### config.mk
export PLATFORM = sky130hd
export DESIGN_NAME = mio_arbiter
export DESIGN_NICKNAME = d
export VERILOG_FILES = /design/src/rtl/mio_arbiter.sv
export SDC_FILE = /design/constraint.sdc
export NUM_CORES = 1
export LEC_CHECK = 0
export BUFFER_PORTS_ARGS = -buffer_cell sky130_fd_sc_hd__buf_2
export CORE_ASPECT_RATIO = 1.2
export CORE_MARGIN = 10
export CORE_UTILIZATION = 29
export DETAILED_ROUTE_END_ITERATION = 7
export SYNTH_ARGS = -nofsm -noshare
export SYNTH_HDL_FRONTEND = slang
export SYNTH_SLANG_ARGS = --single-unit
### constraint.sdc
create_clock -name clk -period 8.1 [get_ports clk]
set_input_delay 1.215 -clock clk [delete_from_list [all_inputs] [get_ports clk]]
set_output_delay 1.215 -clock clk [all_outputs]
set_load 0.01 [all_outputs]
### src/rtl/mio_arbiter.sv
// Two-master arbiter for the shared single-port memory/IO bus.
// Latches one request, holds mem_en for MEM_LAT cycles and then returns a one-cycle ready pulse.
//
// state  | meaning
// IDLE   | bus free; arbitrate between cpu_req and aux_req (round-robin on tie)
// ACCESS | mem_en held; latched we/addr/wdata drive the bus; wait counter runs
// RESP   | one-cycle ready pulse to the granted master, then back to IDLE

module mio_arbiter #(
   parameter int unsigned MEM_LAT = 2   // legal range 1..15
) (
   input  logic        clk,
   input  logic        reset,
   input  logic        cpu_req,
   input  logic        cpu_we,
   input  logic [31:0] cpu_addr,
   input  logic [31:0] cpu_wdata,
   output logic [31:0] cpu_rdata,
   output logic        cpu_ready,
   input  logic        aux_req,
   input  logic        aux_we,
   input  logic [31:0] aux_addr,
   input  logic [31:0] aux_wdata,
   output logic [31:0] aux_rdata,
   output logic        aux_ready,
   output logic        mem_en,
   output logic        mem_we,
   output logic [31:0] mem_addr,
   output logic [31:0] mem_wdata,
   input  logic [31:0] mem_rdata,
   output logic [1:0]  grant
);

   typedef enum logic [1:0] {
      ST_IDLE   = 2'd0,
      ST_ACCESS = 2'd1,
      ST_RESP   = 2'd2
   } state_t;

   localparam logic [3:0] LAT_LOAD = 4'(MEM_LAT - 1);

   state_t      state_q, state_d;
   logic [3:0]  cnt_q, cnt_d;
   logic        last_aux_q, last_aux_d;
   logic [1:0]  grant_q, grant_d;
   logic        mem_en_q, mem_en_d;
   logic        mem_we_q, mem_we_d;
   logic [31:0] mem_addr_q, mem_addr_d;
   logic [31:0] mem_wdata_q, mem_wdata_d;
   logic        cpu_ready_q, cpu_ready_d;
   logic        aux_ready_q, aux_ready_d;
   logic [31:0] cpu_rdata_q, cpu_rdata_d;
   logic [31:0] aux_rdata_q, aux_rdata_d;
   logic        win_aux;

   // Aux wins when it asks alone, or on a tie when the CPU was served last.
   assign win_aux = aux_req & (~cpu_req | ~last_aux_q);

   always_comb begin
      state_d     = state_q;
      cnt_d       = cnt_q;
      last_aux_d  = last_aux_q;
      grant_d     = grant_q;
      mem_en_d    = mem_en_q;
      mem_we_d    = mem_we_q;
      mem_addr_d  = mem_addr_q;
      mem_wdata_d = mem_wdata_q;
      cpu_ready_d = 1'b0;
      aux_ready_d = 1'b0;
      cpu_rdata_d = cpu_rdata_q;
      aux_rdata_d = aux_rdata_q;

      case (state_q)
         ST_IDLE: begin
            if (cpu_req || aux_req) begin
               state_d     = ST_ACCESS;
               cnt_d       = LAT_LOAD;
               last_aux_d  = win_aux;
               grant_d     = win_aux ? 2'b10 : 2'b01;
               mem_en_d    = 1'b1;
               mem_we_d    = win_aux ? aux_we    : cpu_we;
               mem_addr_d  = win_aux ? aux_addr  : cpu_addr;
               mem_wdata_d = win_aux ? aux_wdata : cpu_wdata;
            end
         end

         ST_ACCESS: begin
            if (cnt_q == 4'd0) begin
               state_d  = ST_RESP;
               mem_en_d = 1'b0;
               mem_we_d = 1'b0;
               if (grant_q[1]) begin
                  aux_ready_d = 1'b1;
                  if (!mem_we_q) aux_rdata_d = mem_rdata;
               end else begin
                  cpu_ready_d = 1'b1;
                  if (!mem_we_q) cpu_rdata_d = mem_rdata;
               end
            end else begin
               cnt_d = cnt_q - 4'd1;
            end
         end

         ST_RESP: begin
            state_d = ST_IDLE;
            grant_d = 2'b00;
         end

         default: begin
            state_d  = ST_IDLE;
            grant_d  = 2'b00;
            mem_en_d = 1'b0;
            mem_we_d = 1'b0;
         end
      endcase
   end

   always_ff @(posedge clk or posedge reset) begin
      if (reset) begin
         state_q     <= ST_IDLE;
         cnt_q       <= 4'd0;
         last_aux_q  <= 1'b1;
         grant_q     <= 2'b00;
         mem_en_q    <= 1'b0;
         mem_we_q    <= 1'b0;
         mem_addr_q  <= 32'd0;
         mem_wdata_q <= 32'd0;
         cpu_ready_q <= 1'b0;
         aux_ready_q <= 1'b0;
         cpu_rdata_q <= 32'd0;
         aux_rdata_q <= 32'd0;
      end else begin
         state_q     <= state_d;
         cnt_q       <= cnt_d;
         last_aux_q  <= last_aux_d;
         grant_q     <= grant_d;
         mem_en_q    <= mem_en_d;
         mem_we_q    <= mem_we_d;
         mem_addr_q  <= mem_addr_d;
         mem_wdata_q <= mem_wdata_d;
         cpu_ready_q <= cpu_ready_d;
         aux_ready_q <= aux_ready_d;
         cpu_rdata_q <= cpu_rdata_d;
         aux_rdata_q <= aux_rdata_d;
      end
   end

   assign cpu_rdata = cpu_rdata_q;
   assign cpu_ready = cpu_ready_q;
   assign aux_rdata = aux_rdata_q;
   assign aux_ready = aux_ready_q;
   assign mem_en    = mem_en_q;
   assign mem_we    = mem_we_q;
   assign mem_addr  = mem_addr_q;
   assign mem_wdata = mem_wdata_q;
   assign grant     = grant_q;

endmodule

Word-level counts from Yosys, hierarchy flattened:

Cells that the tools add are included.

* add/subtract/negate cells: 1
* equality and inequality tests: 5
* mux-type cells: 23
* bitwise gates (word level): 8
* reduce and logical (&&, ||, !) cells: 11

Operators with widths (number)
* 2-to-1 mux 32 bit: 2
* 2-to-1 mux 1 bit: 10
* 2-to-1 mux 2 bit: 4
* 2-to-1 mux 4 bit: 2
* case mux 2 bit (2 select lines): 2
* case mux 4 bit (2 select lines): 1
* AND reduction 4 bit: 2
* != test 2 bit, second input constant: 3
* NOT 1 bit: 6
* case mux 1 bit (3 select lines): 2
* AND reduction 2 bit: 3
* AND reduction 3 bit: 2
* zero test 4 bit: 1
* subtractor 4 x 1 -> 4 bit, second input constant: 1
* equality test 2 x 1 -> 1 bit, second input constant: 1
* equality test 2 bit, second input constant: 1
* zero test 2 bit: 1
* nonzero test 2 bit: 1
* AND 1 bit: 1
* logical OR 1 bit: 1
* OR 1 bit: 1

* register bits: 141
* input bits: 166
* output and inout port bits: 134
* word-level logic and storage cells: 60

Logic depth before layout (Yosys ltp):

Gate-level depths: netlist of run 1.

* depth in word-level cells: 6
* depth in mapped cells: 7
* mapped depth without buffers: 5

Least setup slack after synthesis of run 1:

No wires, ideal clock.

* kind: input port to flip-flop
* start: input aux_req
* end: register mem_wdata_q[10], in the netlist mem_wdata[10]
* setup time: 0.126 ns
* arrival: 2.267 ns
* setup slack: 5.707 ns
* stages on the path: 5
* path buffers: 2
* cells stage by stage: a21bo_2 > clkbuf_1 > clkbuf_1 > nor3_1 > a221o_1

* word-level cells in the longest chain between the ends: 2

Ends and longest elaborated chain
* start, declared: line 20 `input logic aux_req,`
* AND 1 bit / logical OR 1 bit (equally long branches): line 57, 75
* 2-to-1 mux 32 bit / AND reduction 2 bit (equally long branches)
* end signal, assigned: line 140 `mem_wdata_q <= mem_wdata_d;`
* end, declared: line 49 `logic [31:0] mem_wdata_q, mem_wdata_d;`

Several ways; a longest one is shown, not always the timed one.
A chain may end at the register's enable or synchronous reset.

Worst setup path after layout of run 1:

* start: register state_q[0]
* end: register mem_wdata_q[8], in the netlist mem_wdata[8]

* word-level cells in the longest chain between the ends: 2

Ends and longest elaborated chain
* start, declared: line 42 `state_t state_q, state_d;`
* start signal, assigned: line 133 `state_q <= state_d;`
* zero test 2 bit: line 73 `case (state_q)`
* AND reduction 2 bit (no source line)

No other way between the ends.

==> results of run 1 <==
## sequential cells by signal, summed over array words and instances (netlist names)
signal,flops
cpu_ready,1
mem_addr,32
state_q,2
aux_rdata,32
cnt_q,4
aux_ready,1
mem_we,1
last_aux_q,1
mem_en,1
cpu_rdata,32
grant,2
mem_wdata,32
## per-layer routing
metal	GRT usage (%)	wire, um	part of all wire, %
met5	0	8	0.040
met2	21.5	8850	44
met3	8.23	2430	12
met1	17.8	8710	43
met4	3.14	143	0.71
## worst reg2reg max path, stage by stage, from the launching register on
cell	delay, ns
dfrtp_1	0.45
or2_2	0.36
buf_4	0.35
nor3b_2	0.45
buf_4	0.63
a221o_1	0.34
## cell type report
cell class              instances  area (um2)  area share (%)
flip-flops and latches        141        3530            42.2
multi-input cells             234        2100            25.1
repair buffers                305        1540            18.4
clock inverters                13         141            1.69
well taps                     270         338            4.04
diodes                          1        2.50          0.0299
clock buffers                  18         439            5.25
inverters                      70         268            3.20
## cell usage after synthesis, drive strengths merged
cell type  number
or2             2
nor2b           2
or3b            1
o22ai           2
a32oi           1
o21ai           5
o21a            2
and3            1
dfstp           1
nor3           65
or3             1
ha              2
o31ai           1
nor2            3
nand2b          3
o221ai          1
or4             2
mux2           64
a2bb2oi         1
nand4b          1
a221o          64
clkbuf         19
nor3b           2
a21boi          1
a21bo           1
dfrtp         140
buf            19
inv            70
mux2i           2
nand3           2
o2bb2ai         1
a21oi           1
## power breakdown
part           total (mW)  switching [mW]  internal [mW]
logic                1.42           0.730          0.691
clock network       0.773           0.312          0.461
registers            1.26           0.203           1.06
total                3.46            1.24           2.21
## kinds of logic after synthesis
logic type / count (synthesis) / share of synthesized area [%]
flops: 141 / 57.7
buf+inv: 108 / 8.06
simple gates: 85 / 7.49
compound gates: 81 / 12.4
mux: 66 / 13.9
fa+ha+maj: 2 / 0.409
## worst max path at each step
stage / slack [ns] / startpoint / endpoint
after detailed placement: 5.26 / cpu_req / mem_wdata[16]
final: 5.46 / state_q[0] / mem_wdata[8]
after CTS: 5.47 / state_q[0] / mem_wdata[8]
after floorplan: 3.11 / reset / aux_rdata[0]
after global routing: 5.33 / state_q[0] / mem_wdata[16]
after global placement: 5.29 / reset / mem_addr[20]
==> out/metrics.yaml, run 1 <==
placed_design:
  detailedPlace.worstSlack_ns: 5.26
  port_buffers: 299
  dpl.hpwl_mm: 14.9
  place_congestion: 0.740
  post_dp_cell_area_um2: 7780
  placed_cells: 1020
setup_path:
  cp_data_required_time_ns: 8.45
  end_kind: "flip-flop"
  setup.reg_to_reg.worst_slack_ns: 5.46
  worstPathArrival_ns: 2.98
  worst_r2r_path_depth: 5
  critical_path.max_stage_delay_ns: 0.63
  critical_path.top_delay_family: "buffers and inverters"
  worst_r2r_startpoint: "state_q[0]"
  critical_path_buf_inv_count: 2
  cp.depth: 5
  path_class: "flip-flop to flip-flop"
  crit_chain: "or2_2, buf_4, nor3b_2, buf_4, a221o_1"
  worstPathMaxFanout: 66
  critical-path-top-cell-by-count: "buf_4"
  crit_slowest_cell: "buf_4"
  cp-start-kind: "flip-flop"
  crit-reg2reg-capture: "mem_wdata[8]"
global_route:
  grt_pass1_vias: 5504
  global_route.usage.total_pct: 14.4
  globalRoute.totalOverflow: 0
  antenna_found_initial: 2
  maximum_number_of_pins_on_one_net_before_global_route_repair: 77
  wire_length_of_the_first_global_routing_pass_mm: 31.6
die:
  initial_core_util_pct: 29.4
  core_area_um2: 20800
  die_area_um2: 27300
  std_cell_rows: 58
  io-pin-count: 300
  die_height_um: 179
  fp.dieW_um: 153
power_and_ir_drop:
  static-leakage-power_nw: 4.39
  power_density_of_the_placed_cells_nw_per_um2: 413
  vdd_ir_drop_max_v: 0.000176
  finalPower_mw: 3.46
timing:
  timing.fmax_mhz: 379
  timing_worst_slew_pin_value_ns: 0.924
  timing_hold_violations_final: 0
  rsz0062_at_grt: "no"
  worst_slack_setup_final_ns: 5.46
  finalMaxSlewViolations: 0
  finalSetupTns_ns: 0
  setup_viol_count_final: 0
  slew_headroom_pct: 38.4
  layout_worst_path_cycle_share_pct: 32.5
  final.hold.worst_slack_ns: 0.497
  clock-skew-final_ns: 0.0135
  finalWorstPathRequiredPeriod_ns: 2.64
layout:
  fin_nets: 937
  post_route_cells_drive_above_1_share_pct: 52.4
  layout.cells.most_common: "buf_2"
  area_growth_pct: 36.7
  nFillCells: 2034
  finalCoreUtilization_pct: 40.1
  layoutNonFillerInstCount: 1052
  finish.instance_area_um2: 8360
  layout.cells.most_common_list: "buf_2 (299), dfrtp_1 (140), inv_1 (69)"
clock_tree:
  clk_pin_slew_ns: 0.06
  ctsHoldBuffers: 0
  post_cts_resized: 0
  tritoncts: "built"
  ctsHtreeMaxLevel: 4
  cts_root_buffer: "clkbuf_16"
  clock_latency_ns: 0.42
  numCtsBuffers: 17
  clockBufferDepth: 2
  postCtsSetupRepairBufs: 0
  clkSinkCount: 141
drt:
  drt-pass1-iter-count: 4
  finalWirelength_mm: 20.1
  routedWlPerCell_um: 19.1
  remaining_drc_errors: 0
  vias: 4927
  final_antenna_net_count: 0
  detail_route.vias_per_cell: 4.68
  drt_iter0_drc: 221
synth:
  yosys.area.top_type_share_pct: 57.3
  synth-warning-count: 0
  yosysSeqAreaShare_pct: 57.7
  synth-seq-cells: 141
  synth.distinct_cells: 36
  syn_area_per_cell_um2: 12.7
  synthesis.instances: 483
  synth_area_um2: 6120
  synth.largest_area_cell: "dfrtp_1"
  mappedNetlistNets: 651
  yosys-top-cells-area: "dfrtp_1 (57%), a221o_1 (10%), mux2_4 (7.4%)"
worst_hold_path:
  holdCritStartpoint: "aux_rdata[11]"
  timing.hold.worst.class: "flip-flop to flip-flop"
  min_to: "aux_rdata[11]"
  hold-path-cell-count: 1
run_status:
  status: "completed"
job:
  timing.max_cap.violations: 0
(Power assumes the default switching activity.)
==> inputs of run 2 (changes only) <==
==> constraint.sdc (replaced) <==
create_clock -name clk -period 2.3 [get_ports clk]
set_input_delay 0.345 -clock clk [delete_from_list [all_inputs] [get_ports clk]]
set_output_delay 0.345 -clock clk [all_outputs]
set_load 0.01 [all_outputs]
==> out/metrics.yaml, run 2 (synthesis results as in run 1) <==
setup_path:
  critical_path.max_stage_delay_ns: 0.44
  crit_chain: "inv_1, ha_1, or3b_4, or4_4, buf_12, mux2_4"
  crit_slowest_cell: "or4_4"
  cp_data_required_time_ns: 2.59
  end_kind: "flip-flop"
  worstPathMaxFanout: 32
  worstPathArrival_ns: 2.46
  path_class: "flip-flop to flip-flop"
  cp-start-kind: "flip-flop"
placed_design:
  port_buffers: 299
  place_congestion: 0.772
  dpl.hpwl_mm: 15.4
die:
  std_cell_rows: 58
  die_area_um2: 27300
  die_height_um: 179
  initial_core_util_pct: 29.4
  fp.dieW_um: 153
  io-pin-count: 300
  core_area_um2: 20800
power_and_ir_drop:
  finalPower_mw: 12.6
  power_density_of_the_placed_cells_nw_per_um2: 1460
  static-leakage-power_nw: 4.51
  vdd_ir_drop_max_v: 0.000567
timing:
  slew_headroom_pct: 60.1
  finalSetupTns_ns: 0
  timing_hold_violations_final: 0
  layout_worst_path_cycle_share_pct: 94.2
  timing_worst_slew_pin_value_ns: 0.597
  final.hold.worst_slack_ns: 0.150
  finalWorstPathRequiredPeriod_ns: 2.17
  finalMaxSlewViolations: 0
  rsz0062_at_grt: "no"
  setup_viol_count_final: 0
  clock-skew-final_ns: 0.0108
  timing.fmax_mhz: 461
global_route:
  grt_pass1_vias: 5630
  wire_length_of_the_first_global_routing_pass_mm: 32.5
  antenna_found_initial: 1
  globalRoute.totalOverflow: 0
  maximum_number_of_pins_on_one_net_before_global_route_repair: 67
  globalRouteMet1Util_pct: 18.3
  globalRoute.busiestLayer: "met2"
  groute.layer.met3.usage_pct: 7.66
  grt_use_met2_pct: 22.2
  global_route.usage.total_pct: 14.9
layout:
  finalCoreUtilization_pct: 41.2
  multiInputGateArea_um2: 2100
  ff_latch_area_um2: 3530
  post_route_cells_drive_above_1_share_pct: 52.9
  diodes: 0
  area_growth_pct: 40.3
  fin_nets: 947
  layout.cells.most_common_list: "buf_2 (299), dfrtp_1 (140), inv_1 (69)"
  layout.cells.most_common: "buf_2"
  nFillCells: 2003
job:
  timing.max_cap.violations: 0
clock_tree:
  clk_pin_slew_ns: 0.07
  numCtsBuffers: 17
  post_cts_resized: 0
  ctsHtreeMaxLevel: 4
  cts_root_buffer: "clkbuf_16"
  clkSinkCount: 141
  tritoncts: "built"
  ctsHoldBuffers: 1
  postCtsSetupRepairBufs: 0
  clockBufferDepth: 2
  clock_latency_ns: 0.42
drt:
  finalWirelength_mm: 20.5
  drt_iter0_drc: 235
  drt-pass1-iter-count: 6
  final_antenna_net_count: 0
  routedWlPerCell_um: 19.3
  detail_route.vias_per_cell: 4.75
  vias: 5042
  remaining_drc_errors: 0
worst_hold_path:
  timing.hold.worst.class: "primary input to flip-flop"
run_status:
  status: "completed"
[run 2: cell types whose count changed in the layout (fill, tap and decap cells not counted), sizes merged]
cell / change
buf: +9
inv: +2
dlygate4sd3: +1
clkbuf: +1
diode: -1
clkinv: -1
clkinvlp: -2
bufinv: +1
[run 2: critical path, delay by kind of cell, from the launching register on]
family | cells | cell delay [ns]
adders and majority gates | 1 | 0.15
buffers and inverters | 2 | 0.30
DFF | 1 | 0.40
muxes | 1 | 0.33
and+or+nand+nor | 2 | 0.84
[run 2: cell type report]
type,instances,share of cell area (%)
clock buffers,19,5.28
clock inverters,13,2.08
inverters,70,3.10
multi-input cells,234,24.5
flip-flops and latches,141,41.1
well taps,270,3.94
repair buffers,315,20.0
[run 2: where the power goes]
group | leakage [nW] | internal, mW | switching [mW]
combinational | 2.50 | 2.57 | 2.59
sequential | 1.70 | 3.73 | 0.717
clock | 0.312 | 1.80 | 1.15
[run 2: layer usage]
metal,wire (um),up-vias
li1,-,2338
met1,9010,2410
met2,8840,269
met3,2250,23
met4,395,2
met5,13,-
[run 2: final timing paths]
path                                    start             to  slack, ns  cells past startpoint
worst max register to register       cnt_q[0]   cpu_rdata[7]       0.13                      6
max in group asynchronous               reset     last_aux_q       1.01                      4
worst min register to register  aux_rdata[30]  aux_rdata[30]       0.50                      1
worst max-delay path                 cnt_q[0]   cpu_rdata[7]       0.13                      6
min in group asynchronous               reset  mem_wdata[14]       0.56                      3
worst min-delay path             cpu_addr[13]   mem_addr[13]       0.15                      2
[run 2: metrics by stage]
step / setup slack, ns / instances / area, um2
2_1_floorplan: 0.193 / 483 / 6120
3_3_place_gp: 0.197 / 1029 / 7940
3_5_place_dp: 0.153 / 1029 / 7940
4_1_cts: 0.146 / 1062 / 8580
5_1_grt: 0.0590 / 1062 / 8580
6_report: 0.132 / 1062 / 8580
